==> src/rtl/mem_arbiter_pkg.sv <==
// Shared CPU memory-arbiter definitions: arbiter FSM encodings and counter width.
`ifndef MEM_ARBITER_PKG_SV
`define MEM_ARBITER_PKG_SV

package mem_arbiter_pkg;

  // Width of the fetch starvation counter (holds STARVE_MAX up to 15)
  localparam int unsigned STARVE_W = 4;

  // Arbiter FSM states
  typedef enum logic [1:0] {
    IDLE    = 2'd0,
    BUSY_IF = 2'd1,
    BUSY_D  = 2'd2
  } arb_state_e;

endpackage

`endif

==> src/rtl/mem_arbiter.sv <==
// Shared memory port arbiter between instruction fetch and data load/store.
// Data has priority; a saturating starvation counter forces a fetch grant
// after STARVE_MAX consecutive data grants while fetch is waiting.
module mem_arbiter
  import mem_arbiter_pkg::*;
#(
  parameter int unsigned ADDR_W     = 32,
  parameter int unsigned DATA_W     = 32,
  parameter int unsigned STARVE_MAX = 3
) (
  input  logic              clk,
  input  logic              rst_n,
  // instruction fetch requester
  input  logic              if_req,
  input  logic [ADDR_W-1:0] if_addr,
  output logic              if_gnt,
  output logic              if_valid,
  output logic [DATA_W-1:0] if_rdata,
  // data load/store requester
  input  logic              d_req,
  input  logic              d_we,
  input  logic [ADDR_W-1:0] d_addr,
  input  logic [DATA_W-1:0] d_wdata,
  output logic              d_gnt,
  output logic              d_valid,
  output logic [DATA_W-1:0] d_rdata,
  // unified memory port
  output logic              mem_en,
  output logic              mem_we,
  output logic [ADDR_W-1:0] mem_addr,
  output logic [DATA_W-1:0] mem_wdata,
  input  logic [DATA_W-1:0] mem_rdata,
  input  logic              mem_ready
);

  arb_state_e          r_state;
  arb_state_e          w_state_next;
  logic [STARVE_W-1:0] r_starve_cnt;

  logic                r_if_gnt;
  logic                r_if_valid;
  logic [DATA_W-1:0]   r_if_rdata;
  logic                r_d_gnt;
  logic                r_d_valid;
  logic [DATA_W-1:0]   r_d_rdata;
  logic                r_mem_en;
  logic                r_mem_we;
  logic [ADDR_W-1:0]   r_mem_addr;
  logic [DATA_W-1:0]   r_mem_wdata;

  logic                w_if_req;
  logic                w_d_req;
  logic                w_ready;
  logic                w_starved;
  logic                w_pick_if;
  logic                w_pick_d;
  logic                w_arb_en;
  logic                w_grant_if;
  logic                w_grant_d;
  logic                w_done_if;
  logic                w_done_d;

  // A requester is not eligible again in the cycle its grant is visible
  assign w_if_req  = if_req & ~r_if_gnt;
  assign w_d_req   = d_req  & ~r_d_gnt;

  // Completion is never taken in the strobe cycle itself
  assign w_ready   = mem_ready & ~r_mem_en;

  // Priority: data first unless fetch has been passed over STARVE_MAX times
  assign w_starved = (r_starve_cnt == STARVE_W'(STARVE_MAX));
  assign w_pick_if = w_if_req & (~w_d_req | w_starved);
  assign w_pick_d  = w_d_req & ~w_pick_if;

  assign w_grant_if = w_arb_en & w_pick_if;
  assign w_grant_d  = w_arb_en & w_pick_d;
  assign w_done_if  = w_ready & (r_state == BUSY_IF);
  assign w_done_d   = w_ready & (r_state == BUSY_D);

  // FSM state register
  always_ff @(posedge clk or negedge rst_n) begin
    if (!rst_n) begin
      r_state <= IDLE;
    end else begin
      r_state <= w_state_next;
    end
  end

  // Next-state: arbitrate when idle or when the current access completes
  always_comb begin
    w_state_next = r_state;
    w_arb_en     = 1'b0;
    case (r_state)
      IDLE:            w_arb_en = 1'b1;
      BUSY_IF, BUSY_D: w_arb_en = w_ready;
      default: begin
        w_arb_en     = 1'b0;
        w_state_next = IDLE;
      end
    endcase
    if (w_arb_en) begin
      if (w_pick_d) begin
        w_state_next = BUSY_D;
      end else if (w_pick_if) begin
        w_state_next = BUSY_IF;
      end else begin
        w_state_next = IDLE;
      end
    end
  end

  // Grant/strobe pulses, memory request latching and read-data capture
  always_ff @(posedge clk or negedge rst_n) begin
    if (!rst_n) begin
      r_if_gnt    <= 1'b0;
      r_if_valid  <= 1'b0;
      r_if_rdata  <= '0;
      r_d_gnt     <= 1'b0;
      r_d_valid   <= 1'b0;
      r_d_rdata   <= '0;
      r_mem_en    <= 1'b0;
      r_mem_we    <= 1'b0;
      r_mem_addr  <= '0;
      r_mem_wdata <= '0;
    end else begin
      r_if_gnt   <= w_grant_if;
      r_d_gnt    <= w_grant_d;
      r_mem_en   <= w_grant_if | w_grant_d;
      r_if_valid <= w_done_if;
      r_d_valid  <= w_done_d;
      if (w_done_if) begin
        r_if_rdata <= mem_rdata;
      end
      // stores complete without disturbing the last load result
      if (w_done_d && !r_mem_we) begin
        r_d_rdata <= mem_rdata;
      end
      if (w_grant_d) begin
        r_mem_addr  <= d_addr;
        r_mem_we    <= d_we;
        r_mem_wdata <= d_wdata;
      end else if (w_grant_if) begin
        r_mem_addr  <= if_addr;
        r_mem_we    <= 1'b0;
      end
    end
  end

  // Count data grants that bypassed a waiting fetch; reset when fetch wins or stops asking
  always_ff @(posedge clk or negedge rst_n) begin
    if (!rst_n) begin
      r_starve_cnt <= '0;
    end else if (!if_req || r_if_gnt) begin
      r_starve_cnt <= '0;
    end else if (r_d_gnt && !w_starved) begin
      r_starve_cnt <= r_starve_cnt + STARVE_W'(1);
    end
  end

  assign if_gnt    = r_if_gnt;
  assign if_valid  = r_if_valid;
  assign if_rdata  = r_if_rdata;
  assign d_gnt     = r_d_gnt;
  assign d_valid   = r_d_valid;
  assign d_rdata   = r_d_rdata;
  assign mem_en    = r_mem_en;
  assign mem_we    = r_mem_we;
  assign mem_addr  = r_mem_addr;
  assign mem_wdata = r_mem_wdata;

endmodule
==> config.mk <==
export PLATFORM = sky130hd
export DESIGN_NAME = mem_arbiter
export DESIGN_NICKNAME = d
export VERILOG_FILES = /design/src/rtl/mem_arbiter_pkg.sv /design/src/rtl/mem_arbiter.sv
export SDC_FILE = /design/constraint.sdc
export NUM_CORES = 1
export LEC_CHECK = 0
export CORE_MARGIN = 10
export CORE_UTILIZATION = 23
export DETAILED_ROUTE_END_ITERATION = 16
export PLACE_DENSITY = 0.57
export SLEW_MARGIN = 40
export SYNTH_ARGS = -nofsm -noshare
export SYNTH_HDL_FRONTEND = slang
export SYNTH_SLANG_ARGS = --single-unit
==> constraint.sdc <==
create_clock -name clk -period 4.1 [get_ports clk]
set_clock_uncertainty 0.1 [all_clocks]
set_input_delay 1.025 -clock clk [delete_from_list [all_inputs] [get_ports clk]]
set_output_delay 1.025 -clock clk [all_outputs]
set_load 0.005 [all_outputs]
==> impl_metrics.json <==
{
  "grt_setup_unrepaired": "false",
  "critPathRequiredTime_ns": 4.29,
  "cts-root-buf": "clkbuf_16",
  "place_ws_ns": 0.755,
  "ir_drop_v": 0.000313,
  "synth_cell_types": 28,
  "tritoncts": "built",
  "relSlewSlack": 0.521,
  "drcViolationCount": 0,
  "io_buffers": 267,
  "register_area_sq_um": 3500,
  "holdCritPathClass": "register to register",
  "cts.clk_slew.worst_paths_ns": 0.06,
  "finalCriticalPeriod_ns": 2.94,
  "slowest_delay_ns": 0.48,
  "drtAntennaViolNets": 0,
  "setup_tns_ns": 0,
  "setup_viol": 0,
  "routed_wl_mm": 18.1,
  "hold_viol": 0,
  "cts_sinks": 140,
  "crit_type": "input port to register",
  "synth.yosys.seq_area_share": 0.636,
  "grt_pass1_wl_mm": 28.3,
  "yosysWarnings": 0,
  "ctsHtreeMaxLevel": 4,
  "grt_antenna_before_repair": 0,
  "critical_path.max_fanout": 46,
  "viasPerCell": 4.31,
  "n_antenna_cell": 0,
  "synthToLayoutAreaGrowth_pct": 67.1,
  "hpwl_mm": 13.5,
  "dr.pass1.iters": 4,
  "final_nets": 776,
  "clockBufferDepth": 2,
  "wl_per_cell_um": 18.7,
  "period_share": 0.717,
  "syn_area_per_cell_sq_um": 15.1,
  "postSynth.asyncResetShare": 1.00,
  "drt_iter0_markers": 181,
  "slew_violations": 0,
  "die-area_sq_um": 30500,
  "vias": 4171,
  "place.gp.congestion": 0.794,
  "worst-endpoint-arrival_ns": 3.13,
  "die_width_um": 175,
  "start_kind": "input port",
  "syn_inst": 365,
  "netlist_area_sq_um": 5510,
  "worstMarginPinSlew_ns": 0.718,
  "maxCapViolations": 0,
  "clock.fmax_ghz": 0.340,
  "die-height_um": 175,
  "postCtsSetupBuffers": 0,
  "grt_usage": 0.116,
  "cts_buffers": 17,
  "start_util": 0.234,
  "powerDensity_nw_per_um2": 773,
  "fin_ws_ns": 1.16,
  "ctsHoldBuffers": 0,
  "row_count": 56,
  "rrSetupSlack_ns": 1.50,
  "yosys_register_bits": 140,
  "ctsResizeCount": 0,
  "coreArea_sq_um": 23500,
  "clk_latency_ns": 0.41,
  "fillCellCount": 2281,
  "leakage_nw": 3.93,
  "cp_slowest_cell": "clkdlybuf4s50_1",
  "worst_setup_path_end_kind": "register",
  "io_pins": 268,
  "status": "complete, no violations",
  "cp_common_cell": "buf_4",
  "synth_edf_count": 0,
  "multi_input_area_sq_um": 1880,
  "drive_gt1_frac": 0.216,
  "grt-ovfl-total": 0,
  "first_global_vias": 4853,
  "path_cells": "clkdlybuf4s50_1, nand3b_1, a21oi_2, buf_4, o211a_2, buf_4, mux2_2",
  "synth_nets": 504,
  "grt_max_degree": 87,
  "synth_ff_type": "dfrtp_1"
}
==> cell families after synthesis <==
logic type      share of synthesized area
buf+inv                            0.0259
fa+ha+maj                          0.0114
simple gates                       0.0575
mux                                 0.196
compound gates                     0.0695
flops                               0.636
xor+xnor                          0.00318
==> critical path: cells and delay by family <==
kind | cells | cell delay (ns)
AO/OA/AOI/OAI | 2 | 0.39
buffers and inverters | 3 | 1.14
multiplexers | 1 | 0.41
AND/OR/NAND/NOR | 1 | 0.13
==> through the flow <==
stage | util | total power [mW] | instance area (sq um) | cells | hold slack (ns)
2_1_floorplan | - | 3.60 | 5510 | 365 | 0.383
3_3_place_gp | 0.363 | 5.42 | 8550 | 937 | 0.377
3_5_place_dp | 0.363 | 5.50 | 8550 | 937 | 0.394
4_1_cts | 0.391 | 7.26 | 9200 | 967 | 0.407
5_1_grt | 0.391 | 7.57 | 9200 | 967 | 0.413
6_report | 0.391 | 7.11 | 9200 | 967 | 0.403
==> area by class of cell <==
type,count,share of cell area
clock buffers,20,0.0496
clock inverters,10,0.0205
inverters,5,0.00204
multi-input cells,197,0.204
flip-flops and latches,140,0.381
well taps,319,0.0434
repair buffers,276,0.300
==> sequential cells by signal, summed over array words and instances, names as in the netlist <==
name / count
if_gnt: 1
mem_wdata: 32
mem_en: 1
r_starve_cnt: 4
mem_addr: 32
mem_we: 1
if_valid: 1
d_valid: 1
d_rdata: 32
r_state: 2
if_rdata: 32
d_gnt: 1
==> worst paths after layout <==
path,startpoint,to,cells past startpoint
max,mem_ready,mem_wdata[21],7
min,d_rdata[27],d_rdata[27],1
max reg2reg,r_state[0],mem_wdata[21],8
min reg2reg,d_rdata[27],d_rdata[27],1
max in group asynchronous,rst_n,if_rdata[10],2
min in group asynchronous,rst_n,d_rdata[23],1
==> layout by cell type, fill, tap and decap left out, drive strengths merged <==
cell type	count
clkbuf	21
mux2	96
ha	5
nand4b	1
a21o	2
nand2	6
nand2b	1
dfrtp	140
clkdlybuf4s50	266
a21oi	4
clkinvlp	1
nand4	1
buf	9
xor2	2
and3	32
nor2b	4
nand3b	1
o21ai	1
a221o	32
o211a	1
nand3	1
clkinv	3
nor2	3
and2	2
bufinv	5
inv	6
or3b	1
a22o	1
==> layer usage <==
layer,share of wire,routed length [um],vias up,GRT usage
met5,0,0,-,0
met4,0.0077,139,0,0.0279
met3,0.092,1670,11,0.0584
met2,0.48,8750,181,0.192
met1,0.42,7540,2088,0.132
li1,-,-,1891,-
==> Yosys cell counts, types with 4 or more instances <==
cell | number | share of area
a221o_1 | 32 | 0.058
inv_1 | 5 | 0.0034
clkbuf_1 | 10 | 0.0068
dfrtp_1 | 140 | 0.64
mux2_2 | 95 | 0.19
and3_1 | 32 | 0.036
nor2b_1 | 4 | 0.0045
nand2_1 | 6 | 0.0041
buf_6 | 4 | 0.0082
buf_2 | 6 | 0.0055
ha_1 | 5 | 0.011
==> report_power, final <==
| part | switching, mW | internal [mW] | total [mW] |
|---|---|---|---|
| logic | 1.04 | 1.93 | 2.97 |
| registers | 0.387 | 2.06 | 2.45 |
| clock network | 0.582 | 1.11 | 1.69 |
| total | 2.01 | 5.10 | 7.11 |
No activity file was read; power rests on OpenSTA's default activity.
